File: src/rtl/conv2_relu_maxpool.sv
// conv2_relu_maxpool
// Conditions one conv2 channel's signed sum stream (bias, ReLU, saturation)
// and reduces it with 2x2 / stride-2 max pooling. One pooled unsigned pixel
// is emitted per window, one cycle after the window's fourth sample.
module conv2_relu_maxpool #(
    parameter int                 IN_W     = 8,
    parameter int                 IN_H     = 8,
    parameter int                 IN_BITS  = 14,
    parameter int                 OUT_BITS = 12,
    parameter logic signed [7:0]  BIAS     = 8'sd0
) (
    input  logic                clk,
    input  logic                rst,
    input  logic                valid_in,
    input  logic [IN_BITS-1:0]  conv_in,
    output logic [OUT_BITS-1:0] data_out,
    output logic                valid_out,
    output logic                frame_done
);

    // Widths derived from the geometry; single-bit minimum keeps tiny maps legal.
    localparam int COL_W  = (IN_W > 1)     ? $clog2(IN_W)     : 1;
    localparam int ROW_W  = (IN_H > 1)     ? $clog2(IN_H)     : 1;
    localparam int BUF_N  = IN_W / 2;
    localparam int BUF_AW = (BUF_N > 1)    ? $clog2(BUF_N)    : 1;
    localparam int SUM_W  = IN_BITS + 1;

    localparam logic [COL_W-1:0] COL_LAST = COL_W'(IN_W - 1);
    localparam logic [ROW_W-1:0] ROW_LAST = ROW_W'(IN_H - 1);
    localparam logic signed [SUM_W-1:0] SAT_S = SUM_W'((1 << OUT_BITS) - 1);

    // Geometry and width sanity, rejected while the design is elaborated.
    if ((IN_W % 2) != 0 || IN_W < 2) begin : g_bad_in_w
        $error("conv2_relu_maxpool: IN_W must be even and at least 2");
    end
    if ((IN_H % 2) != 0 || IN_H < 2) begin : g_bad_in_h
        $error("conv2_relu_maxpool: IN_H must be even and at least 2");
    end
    if (SUM_W < 9 || OUT_BITS >= SUM_W) begin : g_bad_widths
        $error("conv2_relu_maxpool: IN_BITS must be >= 8 and OUT_BITS < IN_BITS+1");
    end

    // Unsigned max of two conditioned samples.
    function automatic logic [OUT_BITS-1:0] umax(input logic [OUT_BITS-1:0] a,
                                                  input logic [OUT_BITS-1:0] b);
        return (a > b) ? a : b;
    endfunction

    // State
    logic [COL_W-1:0]    col_q,   col_d;
    logic [ROW_W-1:0]    row_q,   row_d;
    logic [OUT_BITS-1:0] hold_q,  hold_d;
    logic [OUT_BITS-1:0] data_q,  data_d;
    logic                valid_q, valid_d;
    logic                frame_q, frame_d;

    logic [OUT_BITS-1:0] rowbuf_q [BUF_N];
    logic                buf_we;
    logic [BUF_AW-1:0]   buf_idx;
    logic [OUT_BITS-1:0] buf_rd;

    logic signed [SUM_W-1:0] sum_s;
    logic [OUT_BITS-1:0]     sample_v;

    // Sign-extend the sum and the bias into one guard bit so the add cannot overflow.
    assign sum_s   = SUM_W'($signed(conv_in)) + SUM_W'(BIAS);
    assign buf_idx = BUF_AW'(col_q >> 1);
    assign buf_rd  = rowbuf_q[buf_idx];

    // ReLU then clamp to the unsigned output range.
    always_comb begin
        // NOTE: every always_comb output is given a value before any branch, so no latch can be inferred.
        sample_v = '0;
        if (sum_s[SUM_W-1]) begin
            sample_v = '0;
        end else if (sum_s > SAT_S) begin
            sample_v = '1;
        end else begin
            sample_v = sum_s[OUT_BITS-1:0];
        end
    end

    // Raster counters and pooling decisions for the accepted sample.
    always_comb begin
        col_d   = col_q;
        row_d   = row_q;
        hold_d  = hold_q;
        data_d  = data_q;
        valid_d = 1'b0;
        frame_d = 1'b0;
        buf_we  = 1'b0;

        if (valid_in) begin
            if (col_q == COL_LAST) begin
                col_d = '0;
                row_d = (row_q == ROW_LAST) ? '0 : row_q + 1'b1;
            end else begin
                col_d = col_q + 1'b1;
            end

            // Parity of (row, col) picks the position inside the 2x2 window.
            case ({row_q[0], col_q[0]})
                2'b00:   hold_d = sample_v;
                2'b01:   buf_we = 1'b1;
                2'b10:   hold_d = umax(buf_rd, sample_v);
                default: begin
                    data_d  = umax(hold_q, sample_v);
                    valid_d = 1'b1;
                    frame_d = (row_q == ROW_LAST) && (col_q == COL_LAST);
                end
            endcase
        end
    end

    // Control and output registers with synchronous reset.
    always_ff @(posedge clk) begin
        // NOTE: sequential state uses non-blocking assignment so every register samples pre-edge values.
        if (rst) begin
            col_q   <= '0;
            row_q   <= '0;
            hold_q  <= '0;
            data_q  <= '0;
            valid_q <= 1'b0;
            frame_q <= 1'b0;
        end else begin
            col_q   <= col_d;
            row_q   <= row_d;
            hold_q  <= hold_d;
            data_q  <= data_d;
            valid_q <= valid_d;
            frame_q <= frame_d;
        end
    end

    // Row buffer: pairwise max of the even row, consumed on the following odd row.
    always_ff @(posedge clk) begin
        // NOTE: the row buffer has no reset; each entry is written on an even row before the odd row reads it.
        if (!rst && buf_we) begin
            rowbuf_q[buf_idx] <= umax(hold_q, sample_v);
        end
    end

    assign data_out   = data_q;
    assign valid_out  = valid_q;
    assign frame_done = frame_q;

endmodule

File: config.mk
export PLATFORM = sky130hd
export DESIGN_NAME = conv2_relu_maxpool
export DESIGN_NICKNAME = d
export VERILOG_FILES = /design/src/rtl/conv2_relu_maxpool.sv
export SDC_FILE = /design/constraint.sdc
export NUM_CORES = 1
export LEC_CHECK = 0
export CAP_MARGIN = 20
export CORE_UTILIZATION = 40
export DETAILED_ROUTE_END_ITERATION = 10
export SYNTH_ARGS = -nofsm -noshare
export SYNTH_HDL_FRONTEND = slang
export SYNTH_SLANG_ARGS = --single-unit
File: constraint.sdc
create_clock -name clk -period 8 [get_ports clk]
set_clock_uncertainty 0.15 [all_clocks]
set_input_delay 1.6 -clock clk [delete_from_list [all_inputs] [get_ports clk]]
set_output_delay 1.6 -clock clk [all_outputs]
set_load 0.02 [all_outputs]
==> run summary <==
The finished layout holds roughly 520 standard cells, fillers aside. The synthesis-to-finish area growth came out at 14.7%. The total count of max-transition violations in the final report is 0.

The cell sitting at the root of the clock tree is a sky130_fd_sc_hd__clkbuf_8. The minimum clock period after layout is 4.87 ns. The number of enable-type register cells in the synthesized netlist is 48.

The floorplan core area is 9950 µm². The congestion estimate from routability-driven global placement came to ~0.83. The design draws 876 µW. The via count came out at a little under 3000. Setup violations remaining at the end of the flow were counted as 0. After clock tree synthesis, the flow added hold-fix buffers numbering 0. The first routing iteration left 127 violations. After detailed routing, the number of vias per cell comes to 5.61. For the worst flop-to-flop path, the logic depth is 8. The flow ran to the end, and the final reports show no timing, DRC or antenna violations. After synthesis, the most frequently instantiated cells are sky130_fd_sc_hd__edfxtp_1 (48), sky130_fd_sc_hd__dfxtp_1 (34), sky130_fd_sc_hd__ha_1 (32). The standard cell area after detailed placement is 4600 µm².

The data required time of the critical path came out at 7.87 ns. The number of buffers inserted by post-CTS setup repair is 0. In this run the critical register-to-register path is captured at hold_q[11]. The die outline height came out at roughly 100 µm. Each instance of the synthesized netlist takes up on average ~12 µm². Setup repair after global routing left no endpoint under its margin. The synthesized cell area is between 4000 and 5000 µm². The critical path starts at conv_in[12]. The fraction of the yosys area taken by sequential cells is 50.9%.

By instance count, the leading cell after synthesis is sky130_fd_sc_hd__edfxtp_1. The count of yosys warnings during synthesis is 0. The startpoint of the tightest hold check path is row_q[1]. TritonCTS built the clock tree. The worst hold margin is 0.315 ns. The boundary pin count came out at 31.

The worst path arrival time came out at 4.75 ns. The startpoint kind of the worst setup timing path is an input port. Buffers inserted during clock tree synthesis total 9. The number of antenna violations at the first check in global routing is 0.

The final core area utilization is 48.0%. The count of antenna-violating nets left after detailed routing came out at 0. The headroom to the max-slew limit came out at 30.5%.

The via count of the first global-routing pass came out at roughly 3000. The routed wire length came out at 9.61 mm. After layout, the worst setup slack is 3.13 ns.

The number of iterations in the first detailed-routing pass came out at 4. The max-capacitance violation count is 0. The area share of the largest cell type after synthesis is 34.6%. The per-cell routed wire length is 18.6 µm. The critical path endpoint is rowbuf_q[2][3]. The transition at the pin with the smallest max-transition slack is 1.03 ns. The number of clock sinks came out at slightly above 80. The synthesized instance count is 353.

The floorplan has 36 rows. After legalization and detailed placement, the total HPWL measured just under 7 mm. The worst-case IR drop observed on VDD is 0.0000776 V.

The finished cells cover 4780 µm². The power density over cell area is 183 nW/µm². The final cycle utilization of the critical path came out at 60.9%. The clock slew at the register clock pins of the worst setup and hold paths came out at 0.08 ns. STA classifies the critical path endpoint as a flip-flop. The setup total negative slack came out at 0 ns. For this run, design rule violations remaining after detail routing come to 0. The most used flip-flop cell after synthesis is sky130_fd_sc_hd__edfxtp_1. The count of unique library cells instantiated by Yosys came out at 43.

The net count after synthesis came out at 402. The number of placed instances with taps included is 501. The global routing usage summed across all routing layers came out at 19.2%.

The number of synthesized register bits is 82. The count of buffers from port buffering is 30. For this run, the top clock speed supported by timing is 0.205 GHz. The count of cells resized by post-cts repair is 0. The final global-route overflow total is 0.

The number of H-tree branching levels is 3. The worst min-delay path category is reg -> reg. sky130_fd_sc_hd__edfxtp_1 takes more of the synthesized area than any other cell.

The critical path class is in -> reg. The fraction of final layout cells with drive strength greater than 1 is between 10% and 20%. The worst reg-to-reg setup slack is between 4 and 5 ns. The x dimension of the die is roughly 100 µm.

The die covers 10800 µm². The starting utilization of the core area came out at between 40% and 50%. The leakage component of the power is 1.62 nW. The repair_antennas step left the layout with diodes totalling 0. The fraction of registers with async set/reset came out at 0%. The pin count of the biggest net entering global routing came out at 27. The maximum count of clock buffers along a single path is 2.

The final-stage net count came out at ~430. The wire length of the first global-routing pass is 15.8 mm. The source-to-sink clock delay at the later pin of the worst-skew pair came out at 0.36 ns. Of all nets on the critical path, the largest fanout is 23. The hold violation total from the final report is 0. After synthesis, the cell types taking the most area are sky130_fd_sc_hd__edfxtp_1 (35%), sky130_fd_sc_hd__dfxtp_1 (16%), sky130_fd_sc_hd__ha_1 (9.6%).

At the placement stage, the worst setup path has a slack of 2.79 ns.
placed cells by master (no fill, tap or decap), types with 6 or more instances in the layout:
cell type,synthesis,routed
sky130_fd_sc_hd__edfxtp_1,48,48
sky130_fd_sc_hd__dfxtp_1,34,34
sky130_fd_sc_hd__ha_1,32,32
sky130_fd_sc_hd__clkdlybuf4s50_1,0,30
sky130_fd_sc_hd__nor2_1,23,23
sky130_fd_sc_hd__nand2_1,22,22
sky130_fd_sc_hd__o21ai_0,21,21
sky130_fd_sc_hd__inv_1,15,15
sky130_fd_sc_hd__a21oi_1,14,14
sky130_fd_sc_hd__nand3_1,14,14
sky130_fd_sc_hd__nor3b_1,13,13
sky130_fd_sc_hd__nor3_1,12,12
sky130_fd_sc_hd__o21bai_1,12,12
sky130_fd_sc_hd__mux4_2,12,12
sky130_fd_sc_hd__a2111oi_2,10,10
sky130_fd_sc_hd__o22ai_1,10,10
sky130_fd_sc_hd__clkbuf_8,0,9
sky130_fd_sc_hd__nand4_1,6,6
worst min-delay path by stage:
stage,to,slack (ns),cells past startpoint
6_report,row_q[1],0.32,2
5_1_grt,row_q[1],0.34,2
4_1_cts,row_q[1],0.32,2
3_5_place_dp,row_q[1],0.30,2
3_3_place_gp,row_q[1],0.30,2
2_1_floorplan,row_q[1],0.29,2
cell families (layout without fill, tap and decap cells):
family | Yosys count | in the layout | share of synthesized area [%]
adders and majority gates | 32 | 32 | 9.61
AOI/OAI and AO/OA | 84 | 84 | 15.6
muxes | 15 | 15 | 7.21
and+or+nand+nor | 105 | 105 | 13.0
DFF | 82 | 82 | 50.9
buffers and inverters | 35 | 66 | 3.69
area by class of cell:
class / instances / area [µm²]
repair buffers: 35 / 338
inverters: 15 / 56.3
fillers: 910 / 5170
well taps: 133 / 166
multi-input cells: 236 / 1920
flip-flops and latches: 82 / 2120
clock buffers: 9 / 124
clock inverters: 7 / 52.6
metal layers:
metal  GRT usage (%)  up-vias  part of all wire (%)
li1                -     1410                     -
met1            25.6     1417                    44
met2            30.8       64                    50
met3            4.14        9                   4.8
met4            7.14        0                   1.1
met5               0        -                     0
where the power goes:
part	switching (mW)	leakage (nW)	total, mW	internal, mW
Clock	0.162	0.0803	0.277	0.115
Combinational	0.0744	0.821	0.124	0.0496
Sequential	0.0125	0.714	0.475	0.463
Total	0.249	1.62	0.876	0.627
sequential cells by signal (all words and copies together), names as in the netlist, named ones only:
register and count:
col_q 3, data_out 12, frame_done 1, hold_q 12
row_q 3, rowbuf_q 48, valid_out 1
critical path, cell delays in order:
cell and delay, ns:
sky130_fd_sc_hd__clkdlybuf4s50_1 0.63, sky130_fd_sc_hd__o21bai_1 0.62, sky130_fd_sc_hd__ha_1 0.23, sky130_fd_sc_hd__nand4_1 0.16
sky130_fd_sc_hd__a211o_1 0.31, sky130_fd_sc_hd__a21oi_2 0.80, sky130_fd_sc_hd__o21ai_0 0.39
Note: power is estimated with default switching activity, not from simulation.
